## config.mk

```make
export PLATFORM = sky130hd
export DESIGN_NAME = muldiv_ctrl
export DESIGN_NICKNAME = d
export VERILOG_FILES = /design/src/rtl/muldiv_ctrl.sv
export SDC_FILE = /design/constraint.sdc
export NUM_CORES = 1
export LEC_CHECK = 0
export CELL_PAD_IN_SITES_DETAIL_PLACEMENT = 1
export CELL_PAD_IN_SITES_GLOBAL_PLACEMENT = 2
export CORE_MARGIN = 4
export CORE_UTILIZATION = 30
export DETAILED_ROUTE_END_ITERATION = 8
export GPL_ROUTABILITY_DRIVEN = 0
export PLACE_DENSITY = 0.76
export REMOVE_ABC_BUFFERS = 1
export SLEW_MARGIN = 10
export SYNTH_ARGS = -nofsm -noshare
export SYNTH_HDL_FRONTEND = slang
export SYNTH_SLANG_ARGS = --single-unit
```

## constraint.sdc

```tcl
create_clock -name clock -period 2.6 [get_ports clock]
set_input_delay 0.78 -clock clock [delete_from_list [all_inputs] [get_ports clock]]
set_output_delay 0.78 -clock clock [all_outputs]
set_load 0.01 [all_outputs]
```

## src/rtl/muldiv_ctrl.sv

```systemverilog
// muldiv_ctrl: sequences one MULT/DIV op through start pulse, done wait, and HI/LO commit or exception
module muldiv_ctrl #(
  parameter int TIMEOUT = 40,
  parameter int CNT_W = 6
) (
  input  logic clock,
  input  logic reset,
  input  logic op_valid,
  input  logic op_sel,
  output logic op_ready,
  output logic busy,
  output logic mult_start,
  output logic div_start,
  input  logic mult_fim,
  input  logic div_fim,
  input  logic div_by_zero,
  output logic hi_sel,
  output logic lo_sel,
  output logic hi_write,
  output logic lo_write,
  output logic done,
  output logic exc_div0,
  output logic exc_timeout
);
  typedef enum logic [2:0] {IDLE, START, WAIT, WRITE, EXC} state_t;
  state_t state;
  logic op_q;
  logic [CNT_W-1:0] cnt;
  logic fim;
  assign fim = op_q ? div_fim : mult_fim;
  assign hi_sel = op_q;
  assign lo_sel = op_q;
  // outputs are registered alongside the state they belong to
  always_ff @(posedge clock) begin
    if (reset) begin
      state <= IDLE;
      op_q <= 1'b0;
      cnt <= '0;
      op_ready <= 1'b1;
      busy <= 1'b0;
      mult_start <= 1'b0;
      div_start <= 1'b0;
      hi_write <= 1'b0;
      lo_write <= 1'b0;
      done <= 1'b0;
      exc_div0 <= 1'b0;
      exc_timeout <= 1'b0;
    end else begin
      mult_start <= 1'b0;
      div_start <= 1'b0;
      hi_write <= 1'b0;
      lo_write <= 1'b0;
      done <= 1'b0;
      exc_div0 <= 1'b0;
      exc_timeout <= 1'b0;
      op_ready <= 1'b0;
      busy <= 1'b1;
      case (state)
        IDLE: begin
          if (op_valid) begin
            state <= START;
            op_q <= op_sel;
            cnt <= '0;
            mult_start <= ~op_sel;
            div_start <= op_sel;
          end else begin
            op_ready <= 1'b1;
            busy <= 1'b0;
          end
        end
        START: state <= WAIT;
        WAIT: begin
          cnt <= (&cnt) ? cnt : cnt + 1'b1;
          if (fim) begin
            if (op_q && div_by_zero) begin
              state <= EXC;
              exc_div0 <= 1'b1;
            end else begin
              state <= WRITE;
              hi_write <= 1'b1;
              lo_write <= 1'b1;
              done <= 1'b1;
            end
          end else if (cnt == CNT_W'(TIMEOUT - 1)) begin
            state <= IDLE;
            exc_timeout <= 1'b1;
            op_ready <= 1'b1;
            busy <= 1'b0;
          end
        end
        default: begin
          state <= IDLE;
          op_ready <= 1'b1;
          busy <= 1'b0;
        end
      endcase
    end
  end
endmodule

```

==> flow_summary.toml <==
[clock_tree]
holdBufCountCts = 0
cts_tree = "built"
worstSkewPairLatency_ns = 0.29
cts_sinks = 17
htreeDepth = 1
cts_buffers = 3
clk_pin_slew_ns = 0.10
post_cts_buffers = 0
cts_root_buf = "clkbuf_4"
clk_path_buf_depth = 2
cts_resized = 0

[routing]
viasPerCell = 5.189
drc = 0
route.vias.total = 685
drt_iter0_markers = 13
antenna_left = 0
drt_wl_total_um = 1860
wl_per_cell_um = 14.09
first_pass_iters = 4

[synth]
synth_enable_flop_cells = 0
synth_most_common_cell = "dfxtp_1"
synthCells = 84
synth-seq-area-share = 0.4359
synth-seq-cells = 17
synthTopCellsByArea = "dfxtp_1, nand3_1, nand2_1, nor4b_4, buf_4"
netlist.area_leader.share = 0.4359
ys_top_cells_by_count = "dfxtp_1, nand2_1, nand3_1, nor2_1, a21oi_1"
synth_ff_type = "dfxtp_1"
synth_area_per_cell_sq_um = 9.295
syn-cell-area_sq_um = 780.7
yosysWarningCount = 0
yosysUniqueCellTypes = 36
synthArstFlopShare = 0
yosysTopAreaCell = "dfxtp_1"

[global_route]
grt_max_degree = 12
grt_first_pass_wirelength_um = 3277
antenna_found_initial = 0
overflow = 0
track_usage = 0.1243
grt_pass1_vias = 686

[floorplan]
rows = 18
io_pins = 18
initial_core_util = 0.3152
die_x_um = 59.02
coreArea_sq_um = 2477
die_height_um = 59.02
die_area_sq_um = 3483

[worst_setup_path]
startpoint = "hi_sel$_SDFFE_PP0P_"
crit_path_max_fanout = 8
crit_path_start_kind = "flop"
r2r_cells = 5
cpPeakStageDelay_ns = 0.59
crit_type = "flop to output pin"
r2r-start = "cnt[0]$_SDFFE_PP0P_"
critPathSlowestCell = "clkdlybuf4s50_1"
cp_num_cells = 1
cp-end-kind = "output pin"
arrival_ns = 1.33
critPathBufInv = 1
critical_path.top_delay_family = "buffers and inverters"
path_cells = "clkdlybuf4s50_1"
crit_end = "hi_sel"
r2r-end = "cnt[3]$_SDFFE_PP0P_"
required_ns = 1.82
ff2ff_setup_slack_ns = 0.95

[run]
drv_cap = 0

[layout]
drive_gt1_frac = 0.1078
antenna_cells = 0
area_growth_pct = 27.56
fillCellCount = 296
multi_input_area_sq_um = 402.9
finalNetCount = 111
register_area_sq_um = 340.3

[sta]
max-slew-margin-rel = 0.6670
setup_violations = 0
fin_skew_ns = 0.006076
tightest_slew_ns = 0.4974
finalMaxSlewViolations = 0
fin_crit_sh = 0.8134
hold_violations = 0
rsz0062_at_grt = "no"
setup_tns_ns = 0
min_period_ns = 2.115
fmax_mhz = 472.9

[status]
status = "complete, no violations"

[pwr]
switching_share = 0.2699
finalPower_w = 0.0005156
internal_power_w = 0.0003764
ir_drop_mv = 0.3189
power.leakage_nw = 0.3480
combinationalPowerShare = 0.171
pwr_density_cell_nw_per_um2 = 517.7
pwr-share-clk = 0.273
total_switching_power_w = 0.0001392
p_seq_frac = 0.556

[worst_hold_path]
hold_class = "flop to flop"

[place]
numPortBuffers = 17
dpl.hpwl_um = 1454
## per-layer routing
layer / GRT usage / share of wire
met2: 0.1861 / 0.47
met5: 0 / 0
met4: 0.03883 / 0.010
met1: 0.1673 / 0.48
met3: 0.04357 / 0.045
## kinds of logic (layout without fill, tap and decap cells)
| kind of cell | count (synthesis) | count (layout) | share of synthesized area |
|---|---|---|---|
| multiplexers | 2 | 2 | 0.02564 |
| AND/OR/NAND/NOR | 38 | 38 | 0.3045 |
| buffers and inverters | 7 | 25 | 0.04807 |
| adder cells (fa/ha/maj) | 1 | 1 | 0.01602 |
| AO/OA/AOI/OAI | 18 | 18 | 0.1587 |
| XOR/XNOR | 1 | 1 | 0.01122 |
| flip-flops | 17 | 17 | 0.4359 |
## layout by cell type, fill, tap and decap left out, drive strengths merged, types with 3 or more instances in the layout
cell type | synthesis | final
a21oi | 4 | 4
and3 | 3 | 3
clkbuf | 1 | 4
clkdlybuf4s50 | 0 | 17
dfxtp | 17 | 17
inv | 3 | 3
nand2 | 7 | 7
nand3 | 7 | 7
nor2 | 6 | 6
nor3 | 4 | 4
o21ai | 4 | 4
## power groups by stage
stage	registers (W)	clock network, W	logic [W]
3_5_place_dp	0.000293	0	0.0000887
6_report	0.000287	0.000141	0.0000881
4_1_cts	0.000287	0.000151	0.0000891
3_3_place_gp	0.000293	0	0.0000872
2_1_floorplan	0.000295	0	0.0000390
5_1_grt	0.000290	0.000162	0.0000971
## how the worst min path moves through the flow
stage / cells past startpoint / slack, ns / startpoint / end
finish: 1 / 0.51 / cnt[0]$_SDFFE_PP0P_ / cnt[0]$_SDFFE_PP0P_
global route: 1 / 0.57 / cnt[0]$_SDFFE_PP0P_ / cnt[0]$_SDFFE_PP0P_
CTS: 1 / 0.52 / cnt[0]$_SDFFE_PP0P_ / cnt[0]$_SDFFE_PP0P_
detailed placement: 1 / 0.50 / cnt[0]$_SDFFE_PP0P_ / cnt[0]$_SDFFE_PP0P_
global placement: 1 / 0.47 / cnt[0]$_SDFFE_PP0P_ / cnt[0]$_SDFFE_PP0P_
floorplan: 1 / 0.45 / cnt[0]$_SDFFE_PP0P_ / cnt[0]$_SDFFE_PP0P_
## state kept, by name, summed over array words and instances (netlist names)
| register | cells |
|---|---|
| busy | 1 |
| cnt | 6 |
| div_start | 1 |
| done | 1 |
| exc_div0 | 1 |
| exc_timeout | 1 |
| hi_sel | 1 |
| mult_start | 1 |
| op_ready | 1 |
| state | 3 |
## cell type report
class,instances,share of cell area
clock buffers,4,0.02638
well taps,30,0.03769
multi-input cells,60,0.4045
repair buffers,18,0.1784
inverters,3,0.01131
flip-flops and latches,17,0.3417
## stage by stage
step | hold WS (ns) | util | cell area [sq um] | cells | setup slack (ns)
floorplan | 0.4483 | - | 754.5 | 80 | 1.014
global placement | 0.4716 | 0.3914 | 969.7 | 128 | 0.4200
detailed placement | 0.4975 | 0.3914 | 969.7 | 128 | 0.3820
CTS | 0.5151 | 0.4020 | 996.0 | 132 | 0.4662
global route | 0.5661 | 0.4020 | 996.0 | 132 | 0.3937
finish | 0.5088 | 0.4020 | 996.0 | 132 | 0.4853
(Power assumes the default switching activity.)
